<file path="src/rtl/btn_event_decoder.sv">
//==============================================================================
// Module      : btn_event_decoder
// Description : Conditions four raw push-buttons (2-FF synchroniser plus a
//               per-button debounce counter) and turns each debounced press
//               into a 3-bit event code {long, idx[1:0]}. Events are held in a
//               1-entry valid/ready buffer. A sticky overflow flag records any
//               event that had to be dropped.
//               Optional feature macro: LONG_PRESS_EN (adds long-press events).
// Revision    : 1.0 - initial release
//==============================================================================
`default_nettype none

module btn_event_decoder #(
    parameter logic [15:0] DEBOUNCE_CYCLES = 16'd50_000,
    parameter logic [23:0] LONG_CYCLES     = 24'd10_000_000
) (
    input  logic       clk,
    input  logic       rst_n,
    input  logic [3:0] btn_in,
    output logic [3:0] btn_level,
    output logic       evt_valid,
    output logic [2:0] evt_code,
    input  logic       evt_ready,
    output logic       overflow
);

    localparam logic [15:0] c_deb_last = DEBOUNCE_CYCLES - 16'd1;

    logic [3:0]  r_sync1;
    logic [3:0]  r_sync2;
    logic [3:0]  r_level;
    logic [3:0]  r_level_d;
    logic [15:0] r_deb_cnt [4];

    logic        r_valid;
    logic [2:0]  r_code;
    logic        r_overflow;

    logic [3:0]  w_press;
    logic [3:0]  w_long;
    logic        w_req_any;
    logic [3:0]  w_req_cnt;
    logic [2:0]  w_win_code;
    logic        w_pop;
    logic        w_can_load;

    // Two-stage synchroniser for the asynchronous button inputs
    always_ff @(posedge clk) begin
        if (!rst_n) begin
            r_sync1 <= 4'b0000;
            r_sync2 <= 4'b0000;
        end else begin
            r_sync1 <= btn_in;
            r_sync2 <= r_sync1;
        end
    end

    // Debounce: a new level must persist DEBOUNCE_CYCLES cycles before it is accepted
    always_ff @(posedge clk) begin
        if (!rst_n) begin
            r_level   <= 4'b0000;
            r_level_d <= 4'b0000;
            for (int i = 0; i < 4; i++) begin
                r_deb_cnt[i] <= 16'd0;
            end
        end else begin
            r_level_d <= r_level;
            for (int i = 0; i < 4; i++) begin
                if (r_sync2[i] == r_level[i]) begin
                    r_deb_cnt[i] <= 16'd0;
                end else if (r_deb_cnt[i] == c_deb_last) begin
                    r_level[i]   <= r_sync2[i];
                    r_deb_cnt[i] <= 16'd0;
                end else begin
                    r_deb_cnt[i] <= r_deb_cnt[i] + 16'd1;
                end
            end
        end
    end

    // A press is a debounced 0->1 transition; releases produce nothing
    assign w_press = r_level & ~r_level_d;

`ifdef LONG_PRESS_EN
    localparam logic [23:0] c_long_last = LONG_CYCLES - 24'd1;

    logic [23:0] r_hold_cnt [4];
    logic [3:0]  r_hold_done;

    // Hold counters: count while pressed, fire once per hold, rearm on release
    always_ff @(posedge clk) begin
        if (!rst_n) begin
            r_hold_done <= 4'b0000;
            for (int i = 0; i < 4; i++) begin
                r_hold_cnt[i] <= 24'd0;
            end
        end else begin
            for (int i = 0; i < 4; i++) begin
                if (!r_level[i]) begin
                    r_hold_cnt[i]  <= 24'd0;
                    r_hold_done[i] <= 1'b0;
                end else if (!r_hold_done[i]) begin
                    if (r_hold_cnt[i] == c_long_last) begin
                        r_hold_done[i] <= 1'b1;
                    end else begin
                        r_hold_cnt[i] <= r_hold_cnt[i] + 24'd1;
                    end
                end
            end
        end
    end

    // Long-press request raised on the single cycle the hold count hits its target
    always_comb begin
        w_long = 4'b0000;
        for (int i = 0; i < 4; i++) begin
            w_long[i] = r_level[i] && !r_hold_done[i] && (r_hold_cnt[i] == c_long_last);
        end
    end

    assign evt_code = r_code;
`else
    logic w_unused_long;

    // Long-press hardware is absent; the long bit of the code is a constant 0
    assign w_long        = 4'b0000;
    assign w_unused_long = ^{LONG_CYCLES, r_code[2]};
    assign evt_code      = {1'b0, r_code[1:0]};
`endif

    // Arbitration: short presses beat long presses, then lowest index wins
    always_comb begin
        w_win_code = 3'b000;
        w_req_cnt  = 4'd0;
        for (int i = 3; i >= 0; i--) begin
            if (w_long[i]) begin
                w_win_code = {1'b1, 2'(i)};
            end
        end
        for (int i = 3; i >= 0; i--) begin
            if (w_press[i]) begin
                w_win_code = {1'b0, 2'(i)};
            end
        end
        for (int i = 0; i < 4; i++) begin
            w_req_cnt = w_req_cnt + {3'b000, w_press[i]} + {3'b000, w_long[i]};
        end
    end

    assign w_req_any  = (w_req_cnt != 4'd0);
    assign w_pop      = r_valid & evt_ready;
    assign w_can_load = ~r_valid | w_pop;

    // Single-entry event buffer with pass-through on pop and sticky overflow
    always_ff @(posedge clk) begin
        if (!rst_n) begin
            r_valid    <= 1'b0;
            r_code     <= 3'b000;
            r_overflow <= 1'b0;
        end else begin
            if (w_req_any && w_can_load) begin
                r_valid <= 1'b1;
                r_code  <= w_win_code;
            end else if (w_pop) begin
                r_valid <= 1'b0;
            end
            // Losers of arbitration, or a winner that finds the buffer full, are lost
            if ((w_req_cnt > 4'd1) || (w_req_any && !w_can_load)) begin
                r_overflow <= 1'b1;
            end
        end
    end

    assign btn_level = r_level;
    assign evt_valid = r_valid;
    assign overflow  = r_overflow;

endmodule

`default_nettype wire

</file>
<file path="config.mk">
export PLATFORM = sky130hd
export DESIGN_NAME = btn_event_decoder
export DESIGN_NICKNAME = d
export VERILOG_FILES = /design/src/rtl/btn_event_decoder.sv
export SDC_FILE = /design/constraint.sdc
export NUM_CORES = 1
export LEC_CHECK = 0
export BUFFER_PORTS_ARGS = -buffer_cell sky130_fd_sc_hd__buf_2
export CAP_MARGIN = 25
export CELL_PAD_IN_SITES_DETAIL_PLACEMENT = 0
export CELL_PAD_IN_SITES_GLOBAL_PLACEMENT = 1
export CORE_UTILIZATION = 28
export CTS_CLUSTER_DIAMETER = 40
export DETAILED_ROUTE_END_ITERATION = 10
export PLACE_DENSITY = 0.56
export SETUP_SLACK_MARGIN = 0.15
export SYNTH_ARGS = -nofsm -noshare
export SYNTH_HDL_FRONTEND = slang
export SYNTH_SLANG_ARGS = --single-unit
</file>
<file path="constraint.sdc">
create_clock -name clk -period 2.6 [get_ports clk]
set_input_delay 0.39 -clock clk [delete_from_list [all_inputs] [get_ports clk]]
set_output_delay 0.39 -clock clk [all_outputs]
set_load 0.02 [all_outputs]
</file>
## Word level (Yosys, flattened, before mapping)

Memory sizes are Yosys's and may differ from the RTL's.
Index checks and enable logic that the tools add are counted.

- Add/sub/neg operators: 7
- Multiply operators: 0
- Div/mod/pow operators: 0
- Order comparisons: 1
- Equal/unequal tests: 8
- Shifts and indexed selects: 0
- Mux-type cells: 63
- Bitwise gates (word level): 21
- Reductions and logical operators: 10

Operators with widths:

| cell | count |
|---|---|
| 16-bit two-way mux | 12 |
| 16-bit by 1-bit adder with 16-bit output (second input constant) | 4 |
| 16-bit equality test (second input constant) | 4 |
| 1-bit two-way mux | 47 |
| 1-bit bitwise OR | 13 |
| 2-bit two-way mux | 4 |
| 2-bit AND reduction | 4 |
| 1-bit NOT | 5 |
| 3-bit by 1-bit adder with 4-bit output | 1 |
| 4-bit AND | 1 |
| 1-bit equality test | 4 |
| 4-bit by 1-bit greater-than comparator with 1-bit output (second input constant) | 1 |
| 4-bit NOT | 1 |
| 4-bit nonzero test | 1 |
| 2-bit by 1-bit adder with 3-bit output | 1 |
| 1-bit by 1-bit adder with 2-bit output | 1 |
| 1-bit logical AND | 2 |
| 2-bit nonzero test | 1 |
| 1-bit AND | 1 |
| 1-bit logical NOT | 1 |
| 1-bit logical OR | 1 |

- Bits in registers: 20
- Bits in latches: 0
- Bits in writable memories: 64
- Memory bits (read-only): 0
- Bits of input ports: 7
- Output and inout bits: 9
- Memories: 1

Memory list:

| name | words | bits a word | read ports | clocked after memory_dff | write ports | line | source |
|---|---|---|---|---|---|---|---|
| r_deb_cnt | 4 | 16 | 4 | 0 | 4 | 33 | `logic [15:0] r_deb_cnt [4];` |

## Longest topological paths before layout

- Depth in word-level cells: 8
- Mapped depth: 9

## Worst setup path before layout

Ideal clock, no wire load.

- Path kind: register to register
- Start point: register r_level[1] (netlist: btn_level[1])
- End point: register r_code[1]
- Setup time: 0.126 ns
- Data arrival time: 2.088 ns
- Data required time: 2.474 ns
- Slack: 0.386 ns
- Stages on the path, launching flop included: 10
- Path buffers: 0
- Path through: dfxtp_1 > nor2b_1 > xnor2_1 > ha_1 > ha_1 > ha_1 > nor3_1 > nor2_1 > o211ai_1 > a21boi_0

- Longest elaborated chain between the ends: 6
- Elaborated cells between the ends (all ways): 8
- Those cells by class: add/sub: 3; mux: 2; bitwise: 1; reduce/logical: 2

RTL lines:

| element | line | source |
|---|---|---|
| start: declaration | 31 | `logic [3:0] r_level;` |
| start signal: indexed assignment | 72 | `r_level[i] <= r_sync2[i];` |
| 4-bit AND (*) | 82 | `assign w_press = r_level & ~r_level_d;` |
| 1-bit by 1-bit adder with 2-bit output | 146 | `w_req_cnt = w_req_cnt + {3'b000, w_press[i]} + {3'b000, w_long[i]};` |
| 2-bit by 1-bit adder with 3-bit output | 146 |  |
| 3-bit by 1-bit adder with 4-bit output | 146 |  |
| 4-bit nonzero test | 150 | `assign w_req_any = (w_req_cnt != 4'd0);` |
| 1-bit logical AND | 161 | `if (w_req_any && w_can_load) begin` |
| end signal: assignment | 163 | `r_code <= w_win_code;` |
| end: declaration | 36 | `logic [2:0] r_code;` |

Mark *: on every way between the ends. The rest lies on a longest branch, timed or not.
A chain may end at the register's enable or synchronous reset.

## Final worst setup path

Ends and elaborated chain as after synthesis.

==> results.tsv <==
metric	value	unit
Die H	125.5	um
initial antenna violation count	0	
diode count	0	
P_sw	638.4	uW
DP Cell Count	653	
top_reg_cell synth	edfxtp_1	
number of global-route vias before repair	2761	
CP Launch Type	register	
largest area contributor in the netlist	edfxtp_1	
Final Hold Violating Endpoints	0	
first-pass GRT wire length	13.00	mm
Setup Crit Path Kind	reg -> reg	
Async SR Flop Fraction	0	
CP arrival	2.42	ns
capturing point of the worst reg2reg path	r_code[1]	
final cell count without fillers	669	
flip-flop and latch area	2322	sq um
share of cells above drive strength 1	0.08660	
power per cell area	572.7	nW/um^2
Hold Path Stages	2	
Layout area overhead	18.66	%
clock latency on the worst-skew pair	0.34	ns
mapped cell area	4272	sq um
H-tree levels	3	
commonest cells in the netlist	nor2_1 (73), edfxtp_1 (64), xnor2_1 (42), nand3_1 (23), dfxtp_1 (20)	
R2R cell count	9	
Hold Path Origin	btn_in[2]	
Hold EP	r_sync1[2]	
Core Box Area	14700	sq um
Worst Skew	0.007011	ns
Yosys top cell area share	0.4499	
Reg clk slew, reported paths	0.06	ns
Ys Warns	0	
die area	15750	sq um
drt drc	0	
cts bufs inserted	9	
worst endpoint required time	2.82	ns
logic gate share of total power	0.037	
DRT Pass-1 Iters	4	
row count	44	
Fmax	454.7	MHz
largest net degree at the start of global routing	28	
r2r startpoint	btn_level[1]	
Boundary Pins	16	
hold_buf cts	0	
via count	2875	
unrepaired setup endpoints after global routing	false	
post-synthesis sequential area ratio	0.5436	
Fillers	1498	
most numerous cell in the Yosys netlist	nor2_1	
CP endpoint kind	register	
part of the power in registers	0.532	
IO buf count	14	
clock root buffer	clkbuf_16	
Finish-stage setup viols	0	
grt total ovfl	0	
Setup TNS Final	0	ns
fin crit period	2.199	ns
EDFF count, synth	64	
Max VDD drop	392.7	uV
top post-synthesis cells by area	edfxtp_1 (45%), dfxtp_1 (9.4%), xnor2_1 (8.6%)	
Final ANT Viol Nets	0	
Final Max Tran Viols	0	
Via-to-Cell Ratio	4.297	
die width	125.5	um
cells after synthesis	397	
outcome	completed	
switching share of power	0.2199	
Placer Congestion	0.7177	
initial core utilization	0.2906	
Pleak	1.858	nW
Max Cap Viol	0	
Num Clock Sinks	84	
WL/cell	11.33	um
Routed WL	7.580	mm
Clock power frac	0.431	
multi-input logic area	2079	sq um
Synth cell types	43	
clk buf depth	2	
Final period util	0.8458	
min-delay worst type	in -> reg	
total track usage	0.1055	
Max FO, Critical Path	4	
nets	494	
post-DP HPWL	5.299	mm
synthesized area per cell	10.76	sq um
starting DRC count in detailed routing	140	
P_int	2.264	mW
flop-to-flop setup slack	0.40	ns
Yosys reg bits	84	
CTS tree	built	
Post-CTS Setup Inserts	0	
-- through the flow --
stage | util | total power, mW | hold WS (ns) | setup WS, ns | cell area [sq um]
final | 0.3448 | 2.903 | 0.2492 | 0.4009 | 5069
after global routing | 0.3448 | 3.023 | 0.2528 | 0.1771 | 5069
after CTS | 0.3447 | 2.956 | 0.2311 | 0.2968 | 5066
after detailed placement | 0.3251 | 1.678 | 0.4218 | 0.3112 | 4778
after global placement | 0.3251 | 1.677 | 0.4175 | 0.3955 | 4778
after floorplan | - | 1.651 | 0.4119 | 0.3864 | 4508
-- cells by family after synthesis --
group	synth area share
other cells	0.001758
flops	0.5436
compound gates	0.02870
simple gates	0.2540
xor+xnor	0.1189
fa+ha+maj	0.02050
buf+inv	0.02548
mux	0.007030
-- state kept, by name, indices dropped and copies added, names as in the netlist --
signal	count
r_deb_cnt	64
btn_level	4
r_level_d	4
r_sync1	4
r_sync2	4
r_code	2
evt_valid	1
overflow	1
-- area by class of cell --
class | count | area share
flip-flops and latches | 84 | 0.4582
multi-input cells | 354 | 0.4103
clock buffers | 13 | 0.05332
well taps | 184 | 0.04542
repair buffers | 18 | 0.01975
inverters | 13 | 0.009627
clock inverters | 3 | 0.003456
-- worst max-delay path by stage --
stage	start	endpoint	slack (ns)	depth (start not counted)
3_5_place_dp	btn_level[1]	r_code[1]	0.31	9
3_3_place_gp	btn_level[1]	r_code[0]	0.40	9
4_1_cts	btn_level[1]	r_code[1]	0.30	9
5_1_grt	btn_level[1]	r_code[1]	0.18	9
2_1_floorplan	btn_level[1]	r_code[1]	0.39	9
6_report	btn_level[1]	r_code[1]	0.40	9
-- critical path, cell delays in order (launching register included) --
cell      delay, ns
dfxtp_1        0.36
nor2b_2        0.24
xnor2_1        0.15
ha_1           0.25
ha_1           0.18
ha_1           0.30
nor3_1         0.30
nor2_1         0.09
o211ai_1       0.10
a21boi_0       0.10
-- power groups by stage --
stage / logic, mW / registers (mW) / clock network [mW]
after global placement: 0.107 / 1.57 / 0
final: 0.108 / 1.54 / 1.25
after floorplan: 0.0943 / 1.56 / 0
after CTS: 0.107 / 1.54 / 1.31
after detailed placement: 0.106 / 1.57 / 0
after global routing: 0.127 / 1.55 / 1.35
-- per-layer routing --
metal  up-vias  GRT usage  part of all wire  routed length [um]
met5         -          0                 0                   0
met4         0    0.05165             0.019                 141
met3         9    0.03252             0.029                 219
met2        24     0.1680              0.45                3432
met1      1328     0.1293              0.50                3787
li1       1514          -                 -                   -
-- cell usage in the layout (no fill, tap or decap), types with 3 or more instances in the layout --
cell type	count
nor2_1	73
conb_1	65
edfxtp_1	64
xnor2_1	42
nand3_1	23
dfxtp_1	20
xor2_1	16
nand4_1	16
nor4_1	15
nand2_1	15
buf_2	14
and2_1	13
inv_1	13
nor3_1	13
nor2b_1	9
clkbuf_16	9
ha_1	7
and3_1	6
o21ai_0	4
buf_4	4
or4b_1	3
mux2i_1	3
a21oi_1	3
clkbuf_8	3
-- timing repair --
| item | in CTS | in global routing |
|---|---|---|
| setup endpoints to repair | 0 | 2 |
| endpoints found under the hold margin | 0 | 0 |
| gates resized for setup | 0 | 1 |
(Power assumes the default switching activity.)
